**src/rtl/can_crc_if.sv**
```systemverilog
// Bus interface for can_crc_engine.
// Carries frame control (start/abort/last), the data beat and its valid, and
// the status returned by the engine (busy, crc_done, crc_out, crc_ok, beat_cnt).
// master: the frame source (TX/RX framer or testbench).
// slave : the CRC engine.
interface can_crc_if #(
    parameter int unsigned CRC_W  = 15,
    parameter int unsigned DATA_W = 1,
    parameter int unsigned CNT_W  = 16
) ();

    // frame control and data, driven by the master
    logic              start;
    logic              abort;
    logic              data_valid;
    logic              last;
    logic [DATA_W-1:0] data_in;

    // status, driven by the engine
    logic              busy;
    logic              crc_done;
    logic              crc_ok;
    logic [CRC_W-1:0]  crc_out;
    logic [CNT_W-1:0]  beat_cnt;

    modport master (
        output start,
        output abort,
        output data_valid,
        output last,
        output data_in,
        input  busy,
        input  crc_done,
        input  crc_ok,
        input  crc_out,
        input  beat_cnt
    );

    modport slave (
        input  start,
        input  abort,
        input  data_valid,
        input  last,
        input  data_in,
        output busy,
        output crc_done,
        output crc_ok,
        output crc_out,
        output beat_cnt
    );

endinterface

```
**src/rtl/can_crc_engine.sv**
```systemverilog
// Parametrised CRC generator/checker for the CAN TX/RX paths.
// Folds DATA_W bits per accepted beat into a CRC_W-bit register, MSB first,
// with frames delimited by start/last and cancelled by abort.
// Ports:
//   clk  - rising-edge clock
//   rst  - asynchronous, active-high reset
//   bus  - can_crc_if.slave: start, abort, data_valid, last, data_in in;
//          busy, crc_done, crc_out, crc_ok, beat_cnt out (all registered)
module can_crc_engine #(
    parameter int unsigned       CRC_W   = 15,
    parameter logic [CRC_W-1:0]  POLY    = CRC_W'(15'h4599),
    parameter logic [CRC_W-1:0]  INIT    = '0,
    parameter logic [CRC_W-1:0]  XOR_OUT = '0,
    parameter logic [CRC_W-1:0]  RESIDUE = '0,
    parameter int unsigned       DATA_W  = 1,
    parameter int unsigned       CNT_W   = 16
) (
    input  logic      clk,
    input  logic      rst,
    can_crc_if.slave  bus
);

    typedef enum logic [1:0] {
        IDLE  = 2'd0,
        ACCUM = 2'd1,
        DONE  = 2'd2
    } state_t;

    localparam logic [CNT_W-1:0] CNT_MAX = {CNT_W{1'b1}};
    localparam logic [CNT_W-1:0] CNT_ONE = CNT_W'(1);

    state_t            state;
    state_t            state_nxt;
    logic [CRC_W-1:0]  crc_reg;
    logic [CRC_W-1:0]  crc_nxt;
    logic [CNT_W-1:0]  cnt_reg;
    logic [CNT_W-1:0]  cnt_nxt;

    logic              busy_reg;
    logic              done_reg;
    logic              ok_reg;
    logic [CRC_W-1:0]  crc_out_reg;

    logic              busy_nxt;
    logic              done_nxt;
    logic              ok_nxt;
    logic [CRC_W-1:0]  crc_out_nxt;

    // One full beat of the serial LFSR step, unrolled DATA_W times, MSB first.
    function automatic logic [CRC_W-1:0] crc_step(
        input logic [CRC_W-1:0]  crc_in,
        input logic [DATA_W-1:0] data
    );
        logic [CRC_W-1:0] c;
        logic             fb;
        c = crc_in;
        for (int i = int'(DATA_W) - 1; i >= 0; i--) begin
            fb = c[CRC_W-1] ^ data[i];
            c  = {c[CRC_W-2:0], 1'b0};
            if (fb) begin
                c = c ^ POLY;
            end
        end
        return c;
    endfunction

    // State, datapath and output registers.
    always_ff @(posedge clk or posedge rst) begin
        if (rst) begin
            state       <= IDLE;
            crc_reg     <= INIT;
            cnt_reg     <= '0;
            busy_reg    <= 1'b0;
            done_reg    <= 1'b0;
            ok_reg      <= 1'b0;
            crc_out_reg <= INIT ^ XOR_OUT;
        end else begin
            state       <= state_nxt;
            crc_reg     <= crc_nxt;
            cnt_reg     <= cnt_nxt;
            busy_reg    <= busy_nxt;
            done_reg    <= done_nxt;
            ok_reg      <= ok_nxt;
            crc_out_reg <= crc_out_nxt;
        end
    end

    // Next state and datapath: abort beats start beats data_valid.
    always_comb begin
        state_nxt = state;
        crc_nxt   = crc_reg;
        cnt_nxt   = cnt_reg;

        if (bus.abort) begin
            state_nxt = IDLE;
            crc_nxt   = INIT;
            cnt_nxt   = '0;
        end else if (bus.start) begin
            // a beat arriving with start is folded onto INIT, not the old value
            if (bus.data_valid) begin
                crc_nxt   = crc_step(INIT, bus.data_in);
                cnt_nxt   = CNT_ONE;
                state_nxt = bus.last ? DONE : ACCUM;
            end else begin
                crc_nxt   = INIT;
                cnt_nxt   = '0;
                state_nxt = ACCUM;
            end
        end else begin
            unique case (state)
                ACCUM: begin
                    if (bus.data_valid) begin
                        crc_nxt = crc_step(crc_reg, bus.data_in);
                        // counter saturates; the CRC keeps folding regardless
                        cnt_nxt = (cnt_reg == CNT_MAX) ? cnt_reg : cnt_reg + CNT_ONE;
                        if (bus.last) begin
                            state_nxt = DONE;
                        end
                    end
                end
                IDLE, DONE: begin
                    // beats are ignored outside a frame; everything holds
                end
                default: begin
                    state_nxt = IDLE;
                end
            endcase
        end
    end

    // Output decode from the next state so the flags are registered.
    always_comb begin
        busy_nxt    = 1'b0;
        done_nxt    = 1'b0;
        ok_nxt      = 1'b0;
        crc_out_nxt = crc_nxt ^ XOR_OUT;

        busy_nxt = (state_nxt == ACCUM);
        done_nxt = (state_nxt == DONE);
        ok_nxt   = done_nxt && (crc_nxt == RESIDUE);
    end

    assign bus.busy     = busy_reg;
    assign bus.crc_done = done_reg;
    assign bus.crc_ok   = ok_reg;
    assign bus.crc_out  = crc_out_reg;
    assign bus.beat_cnt = cnt_reg;

endmodule

```
**src/flat_wrapper.sv**
```systemverilog
// flat-port wrapper written by rule: the top's interface ports become plain ports
module can_crc_engine_flat 
#(
    parameter int unsigned       CRC_W   = 15,
    parameter logic [CRC_W-1:0]  POLY    = CRC_W'(15'h4599),
    parameter logic [CRC_W-1:0]  INIT    = '0,
    parameter logic [CRC_W-1:0]  XOR_OUT = '0,
    parameter logic [CRC_W-1:0]  RESIDUE = '0,
    parameter int unsigned       DATA_W  = 1,
    parameter int unsigned       CNT_W   = 16
)
  (clk, rst, bus_start, bus_abort, bus_data_valid, bus_last, bus_data_in, bus_busy, bus_crc_done, bus_crc_ok, bus_crc_out, bus_beat_cnt);
  can_crc_if #(.CRC_W(CRC_W), .DATA_W(DATA_W), .CNT_W(CNT_W)) bus_i ();
  input  logic clk;
  input  logic rst;
  input wire logic [$bits(bus_i.start)-1:0] bus_start;
  input wire logic [$bits(bus_i.abort)-1:0] bus_abort;
  input wire logic [$bits(bus_i.data_valid)-1:0] bus_data_valid;
  input wire logic [$bits(bus_i.last)-1:0] bus_last;
  input wire logic [$bits(bus_i.data_in)-1:0] bus_data_in;
  output wire logic [$bits(bus_i.busy)-1:0] bus_busy;
  output wire logic [$bits(bus_i.crc_done)-1:0] bus_crc_done;
  output wire logic [$bits(bus_i.crc_ok)-1:0] bus_crc_ok;
  output wire logic [$bits(bus_i.crc_out)-1:0] bus_crc_out;
  output wire logic [$bits(bus_i.beat_cnt)-1:0] bus_beat_cnt;
  assign bus_i.start = bus_start;
  assign bus_i.abort = bus_abort;
  assign bus_i.data_valid = bus_data_valid;
  assign bus_i.last = bus_last;
  assign bus_i.data_in = bus_data_in;
  assign bus_busy = bus_i.busy;
  assign bus_crc_done = bus_i.crc_done;
  assign bus_crc_ok = bus_i.crc_ok;
  assign bus_crc_out = bus_i.crc_out;
  assign bus_beat_cnt = bus_i.beat_cnt;
  can_crc_engine #(.CRC_W(CRC_W), .POLY(POLY), .INIT(INIT), .XOR_OUT(XOR_OUT), .RESIDUE(RESIDUE), .DATA_W(DATA_W), .CNT_W(CNT_W)) u_core (.clk(clk), .rst(rst), .bus(bus_i));
endmodule
```
**config.mk**
```make
export PLATFORM = sky130hd
export DESIGN_NAME = can_crc_engine_flat
export DESIGN_NICKNAME = d
export VERILOG_FILES = /design/src/rtl/can_crc_if.sv /design/src/rtl/can_crc_engine.sv /design/src/flat_wrapper.sv
export SDC_FILE = /design/constraint.sdc
export NUM_CORES = 1
export LEC_CHECK = 0
export ABC_CLOCK_PERIOD_IN_PS = 2600
export BUFFER_PORTS_ARGS = -buffer_cell sky130_fd_sc_hd__buf_2
export CAP_MARGIN = 25
export CORE_MARGIN = 2
export CORE_UTILIZATION = 40
export DETAILED_ROUTE_END_ITERATION = 16
export HOLD_SLACK_MARGIN = 0.15
export PLACE_DENSITY = 0.7
export RECOVER_POWER = 25
export SYNTH_ARGS = -nofsm -noshare
export SYNTH_HDL_FRONTEND = slang
export SYNTH_SLANG_ARGS = --single-unit
```
**constraint.sdc**
```tcl
create_clock -name clk -period 2.6 [get_ports clk]
set_clock_uncertainty 0.15 [all_clocks]
set_input_delay 0.52 -clock clk [delete_from_list [all_inputs] [get_ports clk]]
set_output_delay 0.52 -clock clk [all_outputs]
set_load 0.01 [all_outputs]
```
==> impl_metrics.ini <==
[critical_path]
worst_path_max_delay_cell = sky130_fd_sc_hd__nor4_4
reg2reg_from = u_core.bus.beat_cnt[5]
worst_ep_arrival_time_ps = 2080
critPathLaunchType = register
worst_r2r_path_depth = 5
cp_cell_sequence = nand4_1 > nor4_4 > nor2_1 > xnor2_1 > a211oi_1
critical_path.startpoint = u_core.bus.beat_cnt[5]
worst-setup-path-type = reg2reg
r2r-end = u_core.bus.beat_cnt[0]
required_time_at_the_endpoint_of_the_critical_path_ps = 2650
slowest_delay_ps = 590
path_max_fanout = 8
worst_setup_end_kind = register
rrSetupSlack_ps = 570

[run_status]
run_status = finished clean

[logic_synthesis]
syn_area_sq_um = 1850
post_synth.cell_area_avg_sq_um = 9.25
synth.top_cells.by_area = sky130_fd_sc_hd__dfrtp_1 49%, sky130_fd_sc_hd__xnor2_1 7.6%, sky130_fd_sc_hd__nand2_1 5.9%
synth_top_cell_by_area = sky130_fd_sc_hd__dfrtp_1
yosysUniqueCellTypes = 37
synth_largest_type_area_fraction_pct = 48.7
netlist_instances = 200
yosys_warnings = 0
ys_seq_area_share_pct = 48.7
ys_seq_elements = 36
synthesis.nets = 208

[sta]
report.final.slew_viol_count = 0
grt_setup_unrepaired = false
final.setup.tns_ps = 0
min_period_ps = 2030
timing.final.setup_violations = 0
hold_ws_ps = 286
fin_crit_sh_pct = 78.1
worst_pin_slew_ps = 900
maximum_clock_frequency_ghz = 0.493
slew_headroom_pct = 40.0
report.final.hold_viol_count = 0
setup_slack_ps = 570

[clock_tree]
htreeDepth = 2
tritoncts_num_sinks = 36
clk_transition_reported_paths_ps = 70
cts_inserted_buffers = 5
cts_max_path_buffers = 2
post_cts.repair.setup_buffers = 0
clock_tree_from_tritoncts = yes
clk_latency_ps = 280
post_cts_resized = 0
cts-root-buf = sky130_fd_sc_hd__clkbuf_8
cts_hold_buf = 0

[cells_and_area]
final_util_pct = 49.7
areaGrowthSynthToFinish_pct = 18.6
nFillCells = 427
final_cell_mix = 40 x sky130_fd_sc_hd__buf_2, 36 x sky130_fd_sc_hd__dfrtp_1, 29 x sky130_fd_sc_hd__nand2_1, 20 x sky130_fd_sc_hd__nor2_1
largest_register_ffs = 16
post_route_cell_area_sq_um = 2190
nets = 250
most_common_library_cell_in_the_layout_ignoring_fill_and_taps = sky130_fd_sc_hd__buf_2
drive_gt1_share_pct = 23.9
final_cell_count_no_fill = 295
antenna_cells_inserted = 0

[hold_path]
endpoint_of_the_worst_hold_timing_path = u_core.bus.busy
holdCritPathClass = in2reg
whs_path_depth = 2
holdCritStartpoint = bus_last

[detailed_routing]
drc_errors = 0
num_vias = 1562
avgRoutedWirePerCell_um = 13.6
drt-vias-per-instance = 5.29
dr.pass1.iters = 4
route.antenna.remaining_nets = 0
first_iter_violations = 104
routed_wirelength_mm = 4.02

[place]
pre_cts_ws_ps = 416
io_buffers = 40
placedCellCount = 287
post-dp-hpwl_mm = 2.85
final_estimated_routing_congestion_in_global_placement = 0.782
place_area_sq_um = 2110

[global_routing]
met3_use_gr_pct = 4.31
maximum_number_of_pins_on_one_net_before_global_route_repair = 37
grt_use_met2_pct = 26.0
first_global_vias = 1551
antenna_violations_before_repair = 0
grt_util_met1_pct = 24.1
globalRoute.totalOverflow = 0
gr_busiest_metal = met2
grt_first_pass_wirelength_mm = 7.17
groute.usage.overall_pct = 17.4

[pwr]
power_per_cell_area_nw_per_um2 = 502
leakage_nw = 0.988
highest_ir_drop_seen_on_vdd_uv = 293
finalPower_mw = 1.10

[floorplanning]
die_height_um = 72.0
floorplan.rows = 24
full_die_area_sq_um = 5180
pin_count = 41
core-area_sq_um = 4410
initial_core_util_pct = 41.9
chipWidth_um = 72.0

[job]
reported_max_cap_violation_count = 0
-- worst max-delay path: cells and delay by family (launching register included) --
kind / cells / cell delay [ps]
AND/OR/NAND/NOR: 3 / 990
XOR/XNOR: 1 / 150
AO/OA/AOI/OAI: 1 / 210
flip-flops: 1 / 440
-- metal layers --
| layer | vias to the layer above | wire length, um |
|---|---|---|
| met4 | 0 | 80 |
| met3 | 7 | 196 |
| li1 | 779 | - |
| met2 | 42 | 1900 |
| met1 | 734 | 1850 |
| met5 | - | 0 |
-- report_power, final --
group          internal (mW)  switching [mW]
clock network          0.216           0.187
logic                 0.0403          0.0711
registers              0.573          0.0141
total                  0.829           0.272
-- Yosys cell counts --
library cell and n:
sky130_fd_sc_hd__a2111oi_0 1, sky130_fd_sc_hd__a211oi_1 3, sky130_fd_sc_hd__a21o_1 2, sky130_fd_sc_hd__a21oi_1 16, sky130_fd_sc_hd__a31oi_1 3, sky130_fd_sc_hd__and2_1 1, sky130_fd_sc_hd__and3b_1 1, sky130_fd_sc_hd__and4_1 1
sky130_fd_sc_hd__buf_2 1, sky130_fd_sc_hd__clkbuf_1 7, sky130_fd_sc_hd__dfrtp_1 36, sky130_fd_sc_hd__ha_1 1, sky130_fd_sc_hd__inv_1 7, sky130_fd_sc_hd__mux2i_1 1, sky130_fd_sc_hd__nand2_1 29, sky130_fd_sc_hd__nand3_1 7
sky130_fd_sc_hd__nand3b_2 1, sky130_fd_sc_hd__nand4_1 4, sky130_fd_sc_hd__nor2_1 20, sky130_fd_sc_hd__nor3_1 11, sky130_fd_sc_hd__nor3b_1 2, sky130_fd_sc_hd__nor3b_2 1, sky130_fd_sc_hd__nor4_1 4, sky130_fd_sc_hd__nor4_2 2
sky130_fd_sc_hd__nor4_4 1, sky130_fd_sc_hd__o2111a_1 1, sky130_fd_sc_hd__o211ai_1 1, sky130_fd_sc_hd__o21ai_0 6, sky130_fd_sc_hd__o21ai_1 1, sky130_fd_sc_hd__o21bai_1 1, sky130_fd_sc_hd__o31ai_1 1, sky130_fd_sc_hd__or2_2 3
sky130_fd_sc_hd__or3_1 2, sky130_fd_sc_hd__or4_1 1, sky130_fd_sc_hd__xnor2_1 16, sky130_fd_sc_hd__xor2_1 3, sky130_fd_sc_hd__xor2_2 1
-- logic make-up after synthesis --
family                     synth area share (%)
xor gates and xnor gates                   9.88
AOI/OAI and AO/OA                          11.6
buffers and inverters                      3.11
DFF                                        48.7
adders and majority gates                 0.676
and+or+nand+nor                            25.5
muxes                                     0.541
-- layout make-up --
class / count / area, sq um / share of cell area [%]
multi-input cells: 149 / 891 / 40.6
inverters: 7 / 26.3 / 1.20
well taps: 52 / 65.1 / 2.97
repair buffers: 43 / 220 / 10.0
clock buffers: 8 / 90.1 / 4.11
flip-flops and latches: 36 / 901 / 41.1
-- worst max path at each step --
stage / end / slack (ps) / depth (start not counted)
final: u_core.bus.beat_cnt[0] / 570 / 5
after global routing: u_core.bus.crc_ok / 400 / 6
after CTS: u_core.bus.beat_cnt[0] / 550 / 5
after detailed placement: u_core.bus.crc_ok / 420 / 7
after global placement: u_core.bus.crc_ok / 480 / 7
after floorplan: u_core.bus.beat_cnt[0] / 710 / 5
Note: power is estimated with default switching activity, not from simulation.
